$ cat src/rtl/vga_timing_pkg.sv
// Shared 640x480@60 timing constants, counter type and the delayed control bundle.
// Latency: n/a (declarations only).
// Backpressure: n/a.
package vga_timing_pkg;

    localparam int DEF_H_VISIBLE = 640;
    localparam int DEF_H_FP      = 16;
    localparam int DEF_H_SYNC    = 96;
    localparam int DEF_H_BP      = 48;
    localparam int DEF_V_VISIBLE = 480;
    localparam int DEF_V_FP      = 10;
    localparam int DEF_V_SYNC    = 2;
    localparam int DEF_V_BP      = 33;

    localparam int DEF_H_TOTAL = DEF_H_VISIBLE + DEF_H_FP + DEF_H_SYNC + DEF_H_BP;
    localparam int DEF_V_TOTAL = DEF_V_VISIBLE + DEF_V_FP + DEF_V_SYNC + DEF_V_BP;

    localparam int CNT_W = 10;
    typedef logic [CNT_W-1:0] cnt_t;

    // hs/vs are internal active-high "inside sync" flags; polarity is applied at the pins
    typedef struct packed {
        logic blank;
        logic hs;
        logic vs;
    } ctrl_t;

    localparam ctrl_t CTRL_IDLE = '{blank: 1'b0, hs: 1'b0, vs: 1'b0};

endpackage

$ cat src/rtl/sync_delay_line.sv
// Fixed-depth shift register that delays a control bundle by DEPTH clocks.
// Latency: DEPTH cycles (DEPTH=0 is a plain wire).
// Backpressure: none; shifts every cycle.
module sync_delay_line #(
    parameter int               WIDTH   = 3,
    parameter int               DEPTH   = 2,
    parameter logic [WIDTH-1:0] RST_VAL = '0
) (
    input  logic             VGA_Clk,
    input  logic             Reset,
    input  logic [WIDTH-1:0] d,
    output logic [WIDTH-1:0] q
);

    generate
        if (DEPTH == 0) begin : g_wire
            logic unused_clk_rst;
            assign unused_clk_rst = VGA_Clk ^ Reset;
            assign q = d;
        end else begin : g_pipe
            logic [WIDTH-1:0] stage [DEPTH];

            // shift one stage per clock; reset loads the idle pattern everywhere
            always_ff @(posedge VGA_Clk or posedge Reset) begin
                if (Reset) begin
                    for (int i = 0; i < DEPTH; i++) stage[i] <= RST_VAL;
                end else begin
                    stage[0] <= d;
                    for (int i = 1; i < DEPTH; i++) stage[i] <= stage[i-1];
                end
            end

            assign q = stage[DEPTH-1];
        end
    endgenerate

endmodule

$ cat src/rtl/vga_timing_out.sv
// Raster counters, undelayed decodes for the compositor, and the aligned VGA pin stage.
// Latency: DrawX/DrawY to VGA_* is PIPE_DELAY+1 cycles; decodes align with DrawX/DrawY.
// Backpressure: none; free-running at one pixel per VGA_Clk.
module vga_timing_out
    import vga_timing_pkg::*;
#(
    parameter int   H_VISIBLE   = DEF_H_VISIBLE,
    parameter int   H_FP        = DEF_H_FP,
    parameter int   H_SYNC      = DEF_H_SYNC,
    parameter int   H_BP        = DEF_H_BP,
    parameter int   V_VISIBLE   = DEF_V_VISIBLE,
    parameter int   V_FP        = DEF_V_FP,
    parameter int   V_SYNC      = DEF_V_SYNC,
    parameter int   V_BP        = DEF_V_BP,
    parameter int   PIPE_DELAY  = 2,      // compositor latency, 0..4
    parameter logic SYNC_ACTIVE = 1'b0    // pin level while HS/VS asserted
) (
    input  logic       VGA_Clk,
    input  logic       Reset,
    input  logic [7:0] Red_in,
    input  logic [7:0] Green_in,
    input  logic [7:0] Blue_in,
    output logic [9:0] DrawX,
    output logic [9:0] DrawY,
    output logic       blank,
    output logic       frame_clk,
    output logic       frame_start,
    output logic       VGA_HS,
    output logic       VGA_VS,
    output logic [7:0] VGA_R,
    output logic [7:0] VGA_G,
    output logic [7:0] VGA_B
);

    localparam int H_TOTAL = H_VISIBLE + H_FP + H_SYNC + H_BP;
    localparam int V_TOTAL = V_VISIBLE + V_FP + V_SYNC + V_BP;

    localparam cnt_t H_LAST   = cnt_t'(H_TOTAL - 1);
    localparam cnt_t V_LAST   = cnt_t'(V_TOTAL - 1);
    localparam cnt_t H_VIS    = cnt_t'(H_VISIBLE);
    localparam cnt_t V_VIS    = cnt_t'(V_VISIBLE);
    localparam cnt_t HS_START = cnt_t'(H_VISIBLE + H_FP);
    localparam cnt_t HS_END   = cnt_t'(H_VISIBLE + H_FP + H_SYNC);
    localparam cnt_t VS_START = cnt_t'(V_VISIBLE + V_FP);
    localparam cnt_t VS_END   = cnt_t'(V_VISIBLE + V_FP + V_SYNC);

    cnt_t  hc, vc;
    cnt_t  hc_nxt, vc_nxt;
    logic  running;     // low for the first edge after reset so the raster opens at (0,0)
    ctrl_t ctrl_raw;
    ctrl_t ctrl_dly;

    // next raster position; held at the origin on the first edge out of reset
    always_comb begin
        hc_nxt = '0;
        vc_nxt = '0;
        if (running) begin
            if (hc == H_LAST) begin
                hc_nxt = '0;
                vc_nxt = (vc == V_LAST) ? '0 : vc + cnt_t'(1);
            end else begin
                hc_nxt = hc + cnt_t'(1);
                vc_nxt = vc;
            end
        end
    end

    // counters and their decodes update together so the decodes describe DrawX/DrawY
    always_ff @(posedge VGA_Clk or posedge Reset) begin
        if (Reset) begin
            running     <= 1'b0;
            hc          <= '0;
            vc          <= '0;
            ctrl_raw    <= CTRL_IDLE;
            frame_start <= 1'b0;
        end else begin
            running        <= 1'b1;
            hc             <= hc_nxt;
            vc             <= vc_nxt;
            ctrl_raw.blank <= (hc_nxt < H_VIS) && (vc_nxt < V_VIS);
            ctrl_raw.hs    <= (hc_nxt >= HS_START) && (hc_nxt < HS_END);
            ctrl_raw.vs    <= (vc_nxt >= VS_START) && (vc_nxt < VS_END);
            frame_start    <= (hc_nxt == '0) && (vc_nxt == '0);
        end
    end

    assign DrawX     = hc;
    assign DrawY     = vc;
    assign blank     = ctrl_raw.blank;
    assign frame_clk = ctrl_raw.vs;

    // match the compositor's latency so sync/blank line up with its RGB
    sync_delay_line #(
        .WIDTH   ($bits(ctrl_t)),
        .DEPTH   (PIPE_DELAY),
        .RST_VAL (CTRL_IDLE)
    ) u_ctrl_dly (
        .VGA_Clk (VGA_Clk),
        .Reset   (Reset),
        .d       (ctrl_raw),
        .q       (ctrl_dly)
    );

    // pin register: black outside the visible area, sync polarity applied here
    always_ff @(posedge VGA_Clk or posedge Reset) begin
        if (Reset) begin
            VGA_R  <= 8'h00;
            VGA_G  <= 8'h00;
            VGA_B  <= 8'h00;
            VGA_HS <= ~SYNC_ACTIVE;
            VGA_VS <= ~SYNC_ACTIVE;
        end else begin
            VGA_R  <= ctrl_dly.blank ? Red_in   : 8'h00;
            VGA_G  <= ctrl_dly.blank ? Green_in : 8'h00;
            VGA_B  <= ctrl_dly.blank ? Blue_in  : 8'h00;
            VGA_HS <= ctrl_dly.hs ? SYNC_ACTIVE : ~SYNC_ACTIVE;
            VGA_VS <= ctrl_dly.vs ? SYNC_ACTIVE : ~SYNC_ACTIVE;
        end
    end

endmodule

$ cat config.mk
export PLATFORM = sky130hd
export DESIGN_NAME = vga_timing_out
export DESIGN_NICKNAME = d
export VERILOG_FILES = /design/src/rtl/vga_timing_pkg.sv /design/src/rtl/sync_delay_line.sv /design/src/rtl/vga_timing_out.sv
export SDC_FILE = /design/constraint.sdc
export NUM_CORES = 1
export LEC_CHECK = 0
export CAP_MARGIN = 20
export CORE_ASPECT_RATIO = 1.75
export CORE_MARGIN = 8
export CORE_UTILIZATION = 50
export CTS_CLUSTER_SIZE = 40
export DETAILED_ROUTE_END_ITERATION = 8
export PLACE_DENSITY = 0.81
export SYNTH_ARGS = -nofsm -noshare
export SYNTH_HDL_FRONTEND = slang
export SYNTH_HIERARCHICAL = 1
export SYNTH_SLANG_ARGS = --single-unit
$ cat constraint.sdc
create_clock -name VGA_Clk -period 8.6 [get_ports VGA_Clk]
set_clock_uncertainty 0.15 [all_clocks]
set_input_delay 2.58 -clock VGA_Clk [delete_from_list [all_inputs] [get_ports VGA_Clk]]
set_output_delay 2.58 -clock VGA_Clk [all_outputs]
set_load 0.05 [all_outputs]
==> summary.md, run 1 <==
| Metric | Value |
|---|---|
| Outcome | complete, no violations |
| Routed len/inst | 16.8 um |
| Hold Crit Depth | 0 |
| CP endpoint kind | output pin |
| Count leader, synth | dfrtp_1 |
| Yosys reg bits | 57 |
| Setup Viol. Count Final | 0 |
| Initial DRC Count | ~100 |
| Top delay family on crit path | buffers and inverters |
| Avg Cell Area, Syn | 10.8 sq um |
| CTS tree | yes |
| Hold_sp | u_ctrl_dly/g_pipe.stage[3] |
| Starting Density | 0.511 |
| Worst slew pin tran | 0.813 ns |
| CORE AREA | 0.00489 sq mm |
| First-pass GRT wire length | around 10,000 um |
| PD cells | 171 mW/mm^2 |
| Top cell type's share of synthesized area | 0.551 |
| Reg power frac | 0.475 |
| CTS resizes | 0 |
| Final RePlAce weighted congestion | 0.828 |
| Ports | 75 |
| Max Cap Viol | 0 |
| 1st-pass router iterations | 4 |
| Worst skew pair latency | between 0.3 and 0.4 ns |
| Num CTS Buffers | 9 |
| Crit-path max cell delay | slightly below 0.9 ns |
| Clk pwr share | 0.405 |
| Synth warnings | 6 |
| Pin count of the biggest net entering global routing | between 50 and 60 |
| Ant diodes | 0 |
| Synth area leaders | dfrtp_1 55%, and2_1 6.8%, xnor2_1 3.5%, nor2_1 3.3%, nand2_1 3.0% |
| R2R setup slack | approximately 5.4 ns |
| Routed WL | 6120 um |
| RSZ-0062 raised after global routing | false |
| Fin crit period | ~4.4 ns |
| Asr flop ratio synth | 1.00 |
| Mapped Cells | 232 |
| Hold Path Class | reg -> reg |
| Seq/Total Area, Yosys | 0.572 |
| Die extent in y | around 110 um |
| Setup TNS | 0 ns |
| Setup crit start kind | flop |
| CTS Buffer Depth | 2 |
| Worst r2r dst | blank |
| DRC | 0 |
| Worst reg2reg path startpoint | DrawX[1] |
| Switching share of power | 0.259 |
| Top cell types by occurrence after synthesis | 55 x dfrtp_1, 27 x and2_1, 22 x nor2_1 |
| CTS H-tree lvls | 3 |
| Critical Path, Cell by Cell | clkdlybuf4s50_1 |
| Min-Delay Endpoint | u_ctrl_dly/q[0] |
| Synthesized area | 0.00250 sq mm |
| # rows | 34 |
| P&R area growth vs syn | 38.1% |
| Area leader, netlist | dfrtp_1 |
| Post-synth EDFFs | 0 |
| Share of post-route cells with drive strength above 1 | 0.0836 |
| Max VDD drop | about 0.16 mV |
| CP Buf/Inv Count | 1 |
| Number of fillers in the final layout | 370 |
| Main flop type after synthesis | dfrtp_1 |
| Psw | 0.153 mW |
| Die width | 69.4 um |
| Area occupied by multi-input gates | 952 sq um |
| Final slew viol count | 0 |
| Distinct cells, synth | 49 |
| R2R depth | 7 |
| CTS sink count | 57 |
| Via count | 1,973 |
| DP HPWL | between 4000 and 5000 um |
| Total gr overflow | 0 |
| Crit path required time | 5.87 ns |
| Comb pwr share | 0.120 |
| Die ar. | 0.00760 sq mm |
| Nets | 335 |
| Root Driver | clkbuf_8 |
| Initial antenna violation count | 0 |
| Hold-fix buffers, CTS | 0 |
| Vias per cell | roughly 5.4 |
| Gr usage total | 0.166 |
| Fmax | 226 MHz |
| Clock-pin slew on the worst setup and hold paths | approximately 0.07 ns |
| PortBufs | 74 |
| FF/Latch Area | 0.00143 sq mm |
| Post-route ant nets | 0 |
| Worst path arrival time | 1.70 ns |
| CP max-delay cell | clkdlybuf4s50_1 |
| Hold Fails Final Rpt | 0 |
| Vias in the first global route | 2,074 |
| Worst-path fanout max | 10 |
| Syn_nets | 261 |
| Internal power | approximately 0.44 mW |
| Slew HR | 0.453 |
| Leak pwr | 1.45 nW |
| Final period util | 0.516 |
| Post-CTS Setup Repair Bufs | 0 |
| Setup CP Type | reg -> out |
| Final Util | 0.705 |
## power by group through the flow
stage / Sequential, mW / Clock, mW / Combinational (mW)
floorplan: 0.311 / 0 / 0.0142
global placement: 0.285 / 0 / 0.0696
detailed placement: 0.285 / 0 / 0.0704
CTS: 0.280 / 0.245 / 0.0706
global route: 0.281 / 0.258 / 0.0753
finish: 0.280 / 0.239 / 0.0708
## flip-flops by register name, summed over array words and instances, names as in the netlist
name,count
DrawX,10
DrawY,10
VGA_B,8
VGA_G,8
VGA_HS,1
VGA_R,8
VGA_VS,1
blank,1
ctrl_raw,1
frame_clk,1
frame_start,1
running,1
u_ctrl_dly/g_pipe.stage,3
u_ctrl_dly/q,3
## per-stage QoR
stage	cell area, sq um	setup slack, ns	std cells	power (mW)	hold slack (ns)
after floorplan	2500	4.64	232	0.325	0.181
after global placement	3230	4.52	348	0.354	0.181
after detailed placement	3230	4.50	348	0.356	0.186
after CTS	3430	4.13	364	0.596	0.203
after global routing	3450	4.09	365	0.614	0.205
final	3450	4.17	365	0.590	0.198
## placed cells by master (no fill, tap or decap), types with 2 or more instances in the layout
| master | instances |
|---|---|
| clkdlybuf4s50_1 | 74 |
| a21oi_1 | 4 |
| nand2_1 | 20 |
| xor2_1 | 7 |
| clkinvlp_4 | 3 |
| dfstp_2 | 2 |
| or3_1 | 2 |
| nand3_1 | 8 |
| nor3_1 | 6 |
| inv_1 | 11 |
| clkinv_2 | 2 |
| nor4_1 | 4 |
| o31ai_1 | 3 |
| nand4_1 | 3 |
| and4_1 | 2 |
| and2_1 | 27 |
| o22ai_1 | 2 |
| o21ai_0 | 2 |
| xnor2_1 | 10 |
| dfrtp_1 | 55 |
| nor2_1 | 22 |
| ha_1 | 3 |
| clkbuf_8 | 9 |
## area by class of cell
cell class / count / area share
repair buffers: 75 / 0.221
flip-flops and latches: 57 / 0.414
well taps: 54 / 0.0196
inverters: 12 / 0.0131
multi-input cells: 151 / 0.276
clock inverters: 7 / 0.0207
clock buffers: 9 / 0.0359
## routing by layer
layer | up-vias | part of all wire | GRT usage
met5 | - | 0 | 0
met4 | 0 | 0.017 | 0.0707
li1 | 929 | - | -
met1 | 940 | 0.38 | 0.172
met3 | 10 | 0.078 | 0.0687
met2 | 94 | 0.53 | 0.291
## cell families after synthesis
kind of cell	count (synthesis)	synth area share
multiplexers	2	0.00851
XOR/XNOR	17	0.0596
other	1	0.00150
AND/OR/NAND/NOR	105	0.230
buffers and inverters	24	0.0471
AO/OA/AOI/OAI	23	0.0666
flip-flops	57	0.572
adder cells (fa/ha/maj)	3	0.0150
## how the worst max path moves through the flow
stage | from | to | slack (ns) | cells after the start
after floorplan | Reset | DrawX[0] | 4.64 | 1
after global placement | DrawY[7] | DrawY[7] | 4.52 | 1
after detailed placement | DrawY[7] | DrawY[7] | 4.50 | 1
after CTS | DrawY[7] | DrawY[7] | 4.13 | 1
after global routing | DrawY[7] | DrawY[7] | 4.09 | 1
final | DrawY[7] | DrawY[7] | 4.17 | 1
No activity file was read; power rests on OpenSTA's default activity.
==> run 2: changes to the inputs <==
--- a/config.mk
+++ b/config.mk
@@ -8,10 +8,10 @@
 export CAP_MARGIN = 20
 export CORE_ASPECT_RATIO = 1.75
 export CORE_MARGIN = 8
-export CORE_UTILIZATION = 50
+export CORE_UTILIZATION = 42
 export CTS_CLUSTER_SIZE = 40
 export DETAILED_ROUTE_END_ITERATION = 8
-export PLACE_DENSITY = 0.81
+export PLACE_DENSITY = 0.72
 export SYNTH_ARGS = -nofsm -noshare
 export SYNTH_HDL_FRONTEND = slang
 export SYNTH_HIERARCHICAL = 1
==> constraint.sdc (replaced) <==
create_clock -name VGA_Clk -period 3.6 [get_ports VGA_Clk]
set_clock_uncertainty 0.15 [all_clocks]
set_input_delay 1.08 -clock VGA_Clk [delete_from_list [all_inputs] [get_ports VGA_Clk]]
set_output_delay 1.08 -clock VGA_Clk [all_outputs]
set_load 0.05 [all_outputs]
==> run 2 against run 1 <==
- combinational power rose by 140%
- worst hold slack got worse by 0.0027 ns
- routed wire length rose by 1.8%
- clock power rose to 2.8 times the previous value
- via count fell by 1.0%
- final cell count rose by 6.8%
- sequential share of layout area fell by 0.69 points
- critical path depth rose by 5
- cell area rose by 1.7%
- non-clock buffer count rose by 1
- largest cell class unchanged
- highest routed layer unchanged
==> summary.md, run 2 (same netlist as run 1, synthesis figures left out) <==
| Metric | Value |
|---|---|
| Share of post-route cells with drive strength above 1 | 0.0865 |
| CTS Buffer Depth | 2 |
| Fin crit period | 3.05 ns |
| Vias in the first global route | about 2.0k |
| Area occupied by multi-input gates | 952 sq um |
| Area after DPL | 0.00328 sq mm |
| Die width | 74.3 um |
| Number of fillers in the final layout | around 500 |
| Setup crit start kind | flop |
| Pin count of the biggest net entering global routing | 36 |
| Critical Path, Cell by Cell | or3_4 > or3_1 > or4_4 > xor2_1 > and4bb_1 > a2111oi_0 |
| Worst setup path start | DrawX[5] |
| Crit-path max cell delay | 0.56 ns |
| Fmax | 328 MHz |
| # rows | 37 |
| Starting Density | 0.428 |
| CTS resizes | 0 |
| 1st-pass router iterations | 4 |
| CP max-delay cell | or4_4 |
| Hold_sp | u_ctrl_dly/g_pipe.stage[3] |
| Die extent in y | 118 um |
| Total gr overflow | 0 |
| Post-route ant nets | 0 |
| Nets | 336 |
| Via count | 1,953 |
| DP HPWL | 4780 um |
| CP endpoint kind | flop |
| Routed len/inst | 16.0 um |
| CTS sink count | 57 |
| Worst skew pair latency | 0.32 ns |
| P&R area growth vs syn | 40.4% |
| Ports | 75 |
| PD cells | 428 mW/mm^2 |
| First-pass GRT wire length | 9730 um |
| Total power draw | 1.50 mW |
| Worst path arrival time | 3.10 ns |
| RSZ-0062 raised after global routing | false |
| Most frequent cells in the layout | 74 x clkdlybuf4s50_1, 55 x dfrtp_1, 27 x and2_1, 22 x nor2_1, 20 x nand2_1 |
| CTS tree | yes |
| DP Cell Count | approximately 370 |
| FF/Latch Area | around 0.0014 sq mm |
| Initial antenna violation count | 0 |
| R2R setup slack | ~0.55 ns |
| Outcome | complete, no violations |
| PortBufs | 74 |
| CTS H-tree lvls | 3 |
| Ant diodes | 0 |
| DRC | 0 |
| Setup CP Type | reg -> reg |
| Routed WL | approximately 6200 um |
| Worst reg2reg path startpoint | DrawX[5] |
| Max Cap Viol | 0 |
| Crit path required time | 3.65 ns |
| Root Driver | clkbuf_8 |
| CORE AREA | 0.00583 sq mm |
| Setup TNS | 0 ns |
| Worst slew pin tran | 0.755 ns |
| Most common cell after layout, fill and taps aside | clkdlybuf4s50_1 |
| Final period util | 0.848 |
| Fin area | 0.00351 sq mm |
| Slew HR | 0.493 |
| Hold-fix buffers, CTS | 0 |
| Hold Fails Final Rpt | 0 |
| Setup Viol. Count Final | 0 |
| Max VDD drop | 0.290 mV |
| Clock-pin slew on the worst setup and hold paths | 0.07 ns |
| Leak pwr | 1.47 nW |
| Final slew viol count | 0 |
| Die ar. | approximately 0.0088 sq mm |
| Worst-path fanout max | 9 |
| Final std cells w/o fill | 390 |
| Num CTS Buffers | 9 |
| Vias per cell | 5.01 |
| Gr usage total | 0.144 |
| Initial DRC Count | 71 |
| Hold Path Class | reg -> reg |
| Final RePlAce weighted congestion | between 0.8 and 0.9 |
| Post-CTS Setup Repair Bufs | 0 |
run 2: cell count changes in the layout (fill, tap and decap cells not counted):
cell	change
clkinv_4	-1
buf_4	+2
bufinv_16	+1
clkinvlp_4	-2
clkbuf_8	+2
buf_12	-1
run 2: power by group:
| part | internal, mW | switching [mW] | total [mW] |
|---|---|---|---|
| registers | 0.659 | 0.0104 | 0.669 |
| logic | 0.0673 | 0.102 | 0.169 |
| clock network | 0.425 | 0.240 | 0.664 |
| total | 1.15 | 0.352 | 1.50 |
run 2: worst max-delay path, delay by kind of cell (launching register included):
family | cells | cell delay (ns)
flops | 1 | 0.48
compound gates | 1 | 0.38
simple gates | 4 | 1.74
xor+xnor | 1 | 0.18
run 2: stage by stage:
step	hold slack, ns	utilization	worst slack (ns)
after floorplan	0.181	-	0.444
after global placement	0.182	0.562	0.645
after detailed placement	0.191	0.562	0.573
after CTS	0.200	0.601	0.536
after global routing	0.212	0.601	0.367
final	0.195	0.601	0.548
run 2: path summary, 6_finish.rpt:
check / to / cells past startpoint
setup / recovery: blank / 6
hold / removal: u_ctrl_dly/q[0] / 0
setup reg to reg: blank / 6
hold reg to reg: u_ctrl_dly/q[0] / 0
max in group asynchronous: VGA_R[3] / 3
min in group asynchronous: u_ctrl_dly/q[0] / 2
run 2: per-layer routing:
layer | wire length (um) | global-route usage | vias to the layer above
li1 | - | - | 931
met1 | 2430 | 0.152 | 938
met2 | 3260 | 0.252 | 75
met3 | 443 | 0.0461 | 9
met4 | 95 | 0.0556 | 0
met5 | 0 | 0 | -
run 2: cell type report:
type,count,area share
Timing Repair Buffer,76,0.215
Multi-Input combinational cell,151,0.271
Inverter,12,0.0128
Clock inverter,5,0.0221
Tap cell,78,0.0278
Sequential cell,57,0.407
Clock buffer,11,0.0432
==> run 3: changes to the inputs <==
--- a/config.mk
+++ b/config.mk
@@ -8,10 +8,10 @@
 export CAP_MARGIN = 20
 export CORE_ASPECT_RATIO = 1.75
 export CORE_MARGIN = 8
-export CORE_UTILIZATION = 42
+export CORE_UTILIZATION = 47
 export CTS_CLUSTER_SIZE = 40
 export DETAILED_ROUTE_END_ITERATION = 8
-export PLACE_DENSITY = 0.72
+export PLACE_DENSITY = 0.77
 export SYNTH_ARGS = -nofsm -noshare
 export SYNTH_HDL_FRONTEND = slang
 export SYNTH_HIERARCHICAL = 1
==> constraint.sdc (replaced) <==
create_clock -name VGA_Clk -period 3.09 [get_ports VGA_Clk]
set_clock_uncertainty 0.15 [all_clocks]
set_input_delay 0.927 -clock VGA_Clk [delete_from_list [all_inputs] [get_ports VGA_Clk]]
set_output_delay 0.927 -clock VGA_Clk [all_outputs]
set_load 0.05 [all_outputs]
==> run 3 against run 2 <==
- via count is the same
- worst setup slack lost 0.38 ns
- fmax grew 4.5%
- clock power grew 17%
==> summary.md, run 3 (same netlist as run 1, synthesis figures left out) <==
| Metric | Value |
|---|---|
| Fin crit period | 2.92 ns |
| Leak pwr | roughly 1.5 nW |
| Root Driver | clkbuf_8 |
| Hold Path Class | reg -> reg |
| RSZ-0062 raised after global routing | false |
| DP HPWL | roughly 4700 um |
| PortBufs | 74 |
| Pin count of the biggest net entering global routing | 27 |
| CORE AREA | ~0.0052 sq mm |
| Routed len/inst | 16.4 um |
| Max VDD drop | 0.313 mV |
| Total power draw | 1.75 mW |
| Post-CTS Setup Repair Bufs | 0 |
| CP Buf/Inv Count | 0 |
| Total gr overflow | 0 |
| Clock-pin slew on the worst setup and hold paths | 0.07 ns |
| Top delay family on crit path | simple AND/OR/NAND/NOR gates |
| Max Cap Viol | 0 |
| Initial antenna violation count | 0 |
| Crit-path max cell delay | 0.52 ns |
| # rows | 35 |
| Num CTS Buffers | 9 |
| Fin area | 0.00352 sq mm |
| Setup CP Type | reg -> reg |
| Vias per cell | ~5.3 |
| Worst skew pair latency | 0.34 ns |
| Hold Fails Final Rpt | 0 |
| Gr usage total | 0.163 |
| CTS tree | yes |
| Most common cell after layout, fill and taps aside | clkdlybuf4s50_1 |
| Ports | 75 |
| Setup WS pre-CTS | 0.203 ns |
| CP max-delay cell | or4_4 |
| Worst-path fanout max | 8 |
| Via count | around 2k |
| Starting Density | 0.479 |
| CTS sink count | 57 |
| Hold-fix buffers, CTS | 0 |
| Nets | 341 |
| Ant diodes | 0 |
| Setup Viol. Count Final | 0 |
| CP endpoint kind | flop |
| Final worst slack | 0.170 ns |
| Final RePlAce weighted congestion | 0.819 |
| Initial DRC Count | 84 |
| Hold_ws | 0.197 ns |
| DRC | 0 |
| Setup TNS | 0 ns |
| Slew HR | 0.569 |
| Crit path required time | 3.13 ns |
| Vias in the first global route | 2,096 |
| Final std cells w/o fill | 372 |
| First-pass GRT wire length | between 10,000 and 15,000 um |
| Final slew viol count | 0 |
| Outcome | complete, no violations |
| Die extent in y | 112 um |
| Worst slew pin tran | about 0.64 ns |
| CTS H-tree lvls | 3 |
| Area after DPL | 0.00329 sq mm |
| P&R area growth vs syn | 40.9% |
| CTS Buffer Depth | 2 |
| Post-route ant nets | 0 |
| 1st-pass router iterations | 4 |
| Most frequent cells in the layout | 74 x clkdlybuf4s50_1, 52 x dfrtp_1, 27 x and2_1, 22 x nor2_1, 20 x nand2_1 |
| Setup crit start kind | flop |
| Share of post-route cells with drive strength above 1 | 0.110 |
| Critical Path, Cell by Cell | or3_4 > or3_1 > or4_4 > xor2_1 > and4bb_1 > a2111oi_0 |
| Worst path arrival time | 2.96 ns |
| DP Cell Count | around 360 |
| Final Util | 0.676 |
| Fmax | 342 MHz |
| R2R setup slack | roughly 0.17 ns |
| Die width | between 70 and 80 um |
| Routed WL | 6100 um |
| CTS resizes | 0 |
| Final period util | 0.945 |
| PD cells | around 500 mW/mm^2 |
| Die ar. | approximately 0.008 sq mm |
## run 3: changes by cell type in the layout (fill, tap and decap cells not counted)
cell | previous run | this run
dfrtp_2 | 0 | 3
dfrtp_1 | 55 | 52
buf_4 | 2 | 7
## run 3: area by class of cell
class | instances | area [sq um]
Fill cell | 408 | 1690
Sequential cell | 57 | 1430
Multi-Input combinational cell | 151 | 952
Timing Repair Buffer | 81 | 793
Clock buffer | 11 | 151
Clock inverter | 5 | 77.6
Tap cell | 55 | 68.8
Inverter | 12 | 45.0
## run 3: worst paths after layout
kind                              from                         end  cells past startpoint
setup reg to reg              DrawX[5]                       blank                      6
hold / removal             ctrl_raw[1]  u_ctrl_dly/g_pipe.stage[4]                      0
min in group asynchronous        Reset             u_ctrl_dly/q[0]                      2
max in group asynchronous        Reset                      VGA_VS                      3
setup / recovery              DrawX[5]                       blank                      6
hold reg to reg            ctrl_raw[1]  u_ctrl_dly/g_pipe.stage[4]                      0
## run 3: per-layer routing
layer,track usage,vias up,share of wire
met5,0,-,0
met3,0.0732,12,0.087
met4,0.0769,0,0.020
met2,0.283,89,0.52
li1,-,934,-
met1,0.158,918,0.37
## run 3: power by group
group / switching, mW / internal (mW) / leakage [nW]
combinational: 0.117 / 0.0794 / 0.670
clock: 0.283 / 0.494 / 0.115
sequential: 0.0121 / 0.768 / 0.706
